===== src/rtl/step_sched_pkg.sv =====
// Shared definitions for the game-step scheduler: state encoding and
// default timing parameters.
package step_sched_pkg;

  typedef enum logic [1:0] {
    ST_IDLE  = 2'd0,
    ST_COUNT = 2'd1,
    ST_REQ   = 2'd2
  } state_e;

  localparam int BASE_TICKS_DEF = 50;
  localparam int STEP_TICKS_DEF = 3;
  localparam int MIN_TICKS_DEF  = 5;

endpackage


===== src/rtl/step_sched_period_calc.sv =====
// Combinational speed-to-period mapping: max(MIN_TICKS, BASE_TICKS - speed*STEP_TICKS).
module step_period_calc
  import step_sched_pkg::*;
#(
  parameter int BASE_TICKS = BASE_TICKS_DEF,
  parameter int STEP_TICKS = STEP_TICKS_DEF,
  parameter int MIN_TICKS  = MIN_TICKS_DEF
) (
  input  logic [3:0] speed_i,
  output logic [7:0] period_o
);

  // Wide enough that 15*255 cannot wrap, so any negative difference clamps.
  localparam logic signed [12:0] BASE_S = 13'(BASE_TICKS);
  localparam logic signed [12:0] STEP_S = 13'(STEP_TICKS);
  localparam logic signed [12:0] MIN_S  = 13'(MIN_TICKS);

  logic signed [12:0] diff;

  always_comb begin
    diff = BASE_S - ($signed({9'd0, speed_i}) * STEP_S);
    if (diff < MIN_S) begin
      period_o = 8'(MIN_S);
    end else begin
      period_o = 8'(diff);
    end
  end

endmodule


===== src/rtl/step_sched.sv =====
// Game-step scheduler: issues a step request every P ticks and tracks
// requests that were not consumed in time.
module step_sched
  import step_sched_pkg::*;
#(
  parameter int BASE_TICKS = BASE_TICKS_DEF,
  parameter int STEP_TICKS = STEP_TICKS_DEF,
  parameter int MIN_TICKS  = MIN_TICKS_DEF
) (
  input  logic        mclk,
  input  logic        clr_n,
  input  logic        tick_10ms,
  input  logic        run,
  input  logic [3:0]  speed,
  input  logic        step_ack,
  output logic        step_req,
  output logic [7:0]  overrun,
  output logic [15:0] step_cnt,
  output logic        active
);

  // state | meaning
  // IDLE  | stopped, cnt cleared
  // COUNT | counting ticks toward the next step
  // REQ   | step pending, counting continues

  state_e      state_q, state_d;
  logic [7:0]  cnt_q, cnt_d;
  logic [7:0]  overrun_q, overrun_d;
  logic [15:0] step_cnt_q, step_cnt_d;
  logic        step_req_q, active_q;
  logic [7:0]  period;
  logic        expiry;

  step_period_calc #(
    .BASE_TICKS (BASE_TICKS),
    .STEP_TICKS (STEP_TICKS),
    .MIN_TICKS  (MIN_TICKS)
  ) u_period (
    .speed_i  (speed),
    .period_o (period)
  );

  assign expiry = tick_10ms && (cnt_q == 8'd1);

  always_comb begin
    state_d    = state_q;
    cnt_d      = cnt_q;
    overrun_d  = overrun_q;
    step_cnt_d = step_cnt_q;
    case (state_q)
      ST_IDLE: begin
        if (run) begin
          state_d = ST_COUNT;
          cnt_d   = period;
        end
      end
      ST_COUNT: begin
        if (!run) begin
          state_d = ST_IDLE;
          cnt_d   = 8'd0;
        end else if (expiry) begin
          state_d    = ST_REQ;
          cnt_d      = period;
          step_cnt_d = step_cnt_q + 16'd1;
        end else if (tick_10ms) begin
          cnt_d = cnt_q - 8'd1;
        end
      end
      ST_REQ: begin
        if (tick_10ms) begin
          cnt_d = expiry ? period : cnt_q - 8'd1;
        end
        // A stopped scheduler finishes its handshake and goes idle.
        if (step_ack && !run) begin
          state_d = ST_IDLE;
          cnt_d   = 8'd0;
        end else if (step_ack && expiry) begin
          step_cnt_d = step_cnt_q + 16'd1;
        end else if (step_ack) begin
          state_d = ST_COUNT;
        end else if (expiry && (overrun_q != 8'hFF)) begin
          overrun_d = overrun_q + 8'd1;
        end
      end
      default: begin
        state_d = ST_IDLE;
        cnt_d   = 8'd0;
      end
    endcase
  end

  always_ff @(posedge mclk or negedge clr_n) begin
    if (!clr_n) begin
      state_q    <= ST_IDLE;
      cnt_q      <= 8'd0;
      overrun_q  <= 8'd0;
      step_cnt_q <= 16'd0;
      step_req_q <= 1'b0;
      active_q   <= 1'b0;
    end else begin
      state_q    <= state_d;
      cnt_q      <= cnt_d;
      overrun_q  <= overrun_d;
      step_cnt_q <= step_cnt_d;
      step_req_q <= (state_d == ST_REQ);
      active_q   <= (state_d != ST_IDLE);
    end
  end

  assign step_req = step_req_q;
  assign overrun  = overrun_q;
  assign step_cnt = step_cnt_q;
  assign active   = active_q;

endmodule


===== config.mk =====
export PLATFORM = sky130hd
export DESIGN_NAME = step_sched
export DESIGN_NICKNAME = d
export VERILOG_FILES = /design/src/rtl/step_sched_pkg.sv /design/src/rtl/step_sched_period_calc.sv /design/src/rtl/step_sched.sv
export SDC_FILE = /design/constraint.sdc
export NUM_CORES = 1
export LEC_CHECK = 0
export CORE_ASPECT_RATIO = 0.8
export CORE_MARGIN = 2
export CORE_UTILIZATION = 53
export CTS_CLUSTER_SIZE = 20
export DETAILED_ROUTE_END_ITERATION = 6
export PLACE_DENSITY = 0.77
export SKIP_CTS_REPAIR_TIMING = 1
export SYNTH_ARGS = -nofsm -noshare
export SYNTH_HDL_FRONTEND = slang
export SYNTH_SLANG_ARGS = --single-unit
export TNS_END_PERCENT = 20

===== constraint.sdc =====
create_clock -name mclk -period 2.65 [get_ports mclk]
set_clock_uncertainty 0.05 [all_clocks]
set_input_delay 0.53 -clock mclk [delete_from_list [all_inputs] [get_ports mclk]]
set_output_delay 0.53 -clock mclk [all_outputs]
set_load 0.05 [all_outputs]

==> results.py <==
metrics = {
    "status": {
        "status": "finished clean",
    },
    "setup_path": {
        "crit_type": "in2reg",
        "r2r-start": "cnt_q[2]",
        "timing.rr.end": "overrun[5]",
        "endpoint_kind": "register",
        "regToRegSetupSlack_ns": 0.37,
        "ff2ff_path_depth": 5,
        "worstPathArrival_ns": 2.65,
        "crit_required_ns": 2.79,
        "startpoint_type": "input port",
        "crit_fanout": 5,
    },
    "yosys": {
        "syn-cell-area_mm2": 0.00219,
        "yosys-top-cells-area": "dfrtp_1 (41%), xnor2_1 (8.8%), ha_1 (5.1%)",
        "syn_avg_cell_area_um2": 9.82,
        "yosysTopAreaCell": "dfrtp_1",
        "ys_seq_area_share_pct": 41.1,
        "ys_async_sr_fraction_pct": 100,
        "synth-edff-count": 0,
        "ys_ff_latch": 36,
        "syn_nets": 242,
        "yosysUniqueCellTypes": 50,
        "synthFlopType": "dfrtp_1",
        "ys_warn_count": 0,
        "synthCells": 223,
        "yosys.area.top_type_share_pct": 41.1,
    },
    "clock_network": {
        "cts_tree": "built",
        "root_buffer": "clkbuf_8",
        "cts_buffer_depth": 2,
        "clkSinkCount": 36,
        "cts.clk_slew.worst_paths_ns": 0.07,
        "h-tree-depth": 2,
        "clk-insertion-delay-late_ns": 0.29,
        "cts_buffers": 5,
    },
    "route": {
        "drcViolationCount": 0,
        "wirelength_um": 5100,
        "drt_iter0_markers": 172,
        "drt-pass1-iter-count": 4,
        "viasPerCell": 5.71,
        "wire_per_inst_um": 14.9,
        "drtAntennaViolNets": 0,
        "num_vias": 1947,
    },
    "sta": {
        "rsz0062_at_grt": "false",
        "setup_viol": 0,
        "slew_violations": 0,
        "worstMarginPinSlew_ns": 0.517,
        "period_share_pct": 94.9,
        "fin_crit_ns": 2.51,
        "fmax_mhz": 398,
        "maxSlewHeadroom_pct": 65.4,
        "hold_viol_final": 0,
    },
    "min_path": {
        "holdCritPathClass": "reg2reg",
        "hold_depth": 1,
        "hold_path_startpoint": "step_cnt[15]",
        "min_to": "step_cnt[15]",
    },
    "floorplanning": {
        "start_util_pct": 56.5,
        "die_h_um": 61.5,
        "io_pins": 35,
        "core_area_mm2": 0.00388,
        "rows": 20,
        "die_area_mm2": 0.00466,
        "fp.dieW_um": 75.9,
    },
    "pwr": {
        "p_total_uw": 1670,
        "power_density_mw_per_mm2": 575,
        "peakVddDrop_mv": 0.319,
        "leakage_uw": 0.00132,
    },
    "global_route": {
        "grt_pass1_wl_um": 8230,
        "use_met1_pct": 36.2,
        "antenna_found_initial": 0,
        "first_global_vias": 1721,
        "busiest_layer": "met1",
        "grtUsageMet2_pct": 33.0,
        "grt_use_met3_pct": 7.53,
        "grt_use_total_pct": 23.9,
        "overflow": 0,
        "grt_start_max_net_pins": 37,
    },
    "finish": {
        "diodes": 0,
        "finish.net_count": 304,
        "design_area_mm2": 0.00290,
        "drive_gt1_share_pct": 16.8,
        "syn_to_final_growth_pct": 32.5,
    },
    "placement": {
        "gp_routability_congestion": 0.864,
        "placed_area_mm2": 0.00277,
        "dp_hpwl_um": 3660,
        "port_buffers": 34,
    },
    "run": {
        "cap_violations": 0,
    },
}
-- synth_stat cells (2+ instances only) --
library cell / number
a21oi_1: 8
nand3b_1: 2
or3_1: 2
nor3b_1: 3
a31oi_1: 3
nor2b_1: 2
nor2_1: 7
mux2_2: 2
nor4_1: 7
and4_1: 3
and2_1: 3
a21o_1: 3
nand4_1: 6
and3_1: 10
nand3_1: 7
dfrtp_1: 36
xor2_1: 7
o211ai_1: 3
or3_4: 2
ha_1: 9
o21ai_0: 11
nand2_1: 16
nor3_1: 6
xnor2_1: 22
inv_1: 12
o31ai_1: 2
clkbuf_1: 3
nand2b_1: 4
-- state kept, by name, indices dropped and copies added (netlist names) --
register,count
cnt_q,8
active,1
step_cnt,16
step_req,1
state_q,2
overrun,8
-- logic make-up (layout without fill, tap and decap cells) --
kind of cell             Yosys count  count (layout)  share of synthesized area, %
XOR/XNOR                          29              29                          11.6
multiplexers                       2               2                          1.03
AO/OA/AOI/OAI                     44              44                          14.4
buffers and inverters             17              80                          3.31
AND/OR/NAND/NOR                   85              85                          22.5
flip-flops                        36              36                          41.1
adder cells (fa/ha/maj)           10              10                          6.06
-- worst max-delay path, cell delays in order --
cell and delay [ns]:
clkdlybuf4s50_1 0.50, inv_1 0.08, fa_1 0.56, inv_2 0.07
buf_4 0.14, and3_1 0.15, o31a_1 0.37, a21bo_2 0.24
-- cells in the final DEF (no fill, tap or decap), types with 4 or more instances in the layout --
| master | count |
|---|---|
| a21oi_1 | 8 |
| and3_1 | 10 |
| buf_4 | 26 |
| clkbuf_8 | 5 |
| clkdlybuf4s50_1 | 32 |
| dfrtp_1 | 36 |
| ha_1 | 8 |
| inv_1 | 11 |
| nand2_1 | 16 |
| nand2b_1 | 4 |
| nand3_1 | 7 |
| nand4_1 | 6 |
| nor2_1 | 7 |
| nor3_1 | 6 |
| nor4_1 | 6 |
| o21ai_0 | 10 |
| xnor2_1 | 22 |
| xor2_1 | 6 |
-- cell type report --
type	count	area, um^2
multi-input cells	170	1260
fillers	272	977
flip-flops and latches	36	901
repair buffers	60	541
clock buffers	5	68.8
well taps	55	68.8
inverters	12	45.0
clock inverters	3	18.8
-- metrics by stage --
| step | TNS, ns | std cells | util (%) | hold WS [ns] | setup slack [ns] |
|---|---|---|---|---|---|
| 3_5_place_dp | -1.90 | 333 | 71.3 | 0.427 | -0.432 |
| 4_1_cts | -0.226 | 341 | 73.6 | 0.439 | -0.145 |
| 3_3_place_gp | -1.30 | 333 | 71.3 | 0.412 | -0.291 |
| 2_1_floorplan | 0 | 223 | - | 0.184 | 0.0605 |
| 5_1_grt | 0 | 341 | 74.8 | 0.465 | 0.0632 |
| 6_report | 0 | 341 | 74.8 | 0.444 | 0.135 |
-- routing by layer --
layer	share of wire, %	vias to the layer above	routed length [um]
li1	-	942	-
met1	49	935	2480
met2	45	64	2290
met3	5.6	6	283
met4	0.80	0	41
met5	0	-	0
-- power breakdown --
part           leakage, uW  switching (uW)  internal [uW]  total, uW
Clock            0.0000479             204            183        387
Combinational     0.000790             310            270        579
Sequential        0.000484            93.7            607        701
Total              0.00132             607           1060       1670
-- worst max-delay path by stage --
stage / start / endpoint / slack [ns] / depth (start not counted)
after detailed placement: speed[0] / cnt_q[3] / -0.43 / 9
after floorplan: speed[0] / cnt_q[3] / 0.06 / 9
after global placement: speed[0] / cnt_q[3] / -0.29 / 9
final: speed[2] / cnt_q[0] / 0.14 / 8
after global routing: speed[2] / cnt_q[3] / 0.06 / 8
after CTS: speed[0] / cnt_q[3] / -0.15 / 9
Power figures use the tool's default switching activity.
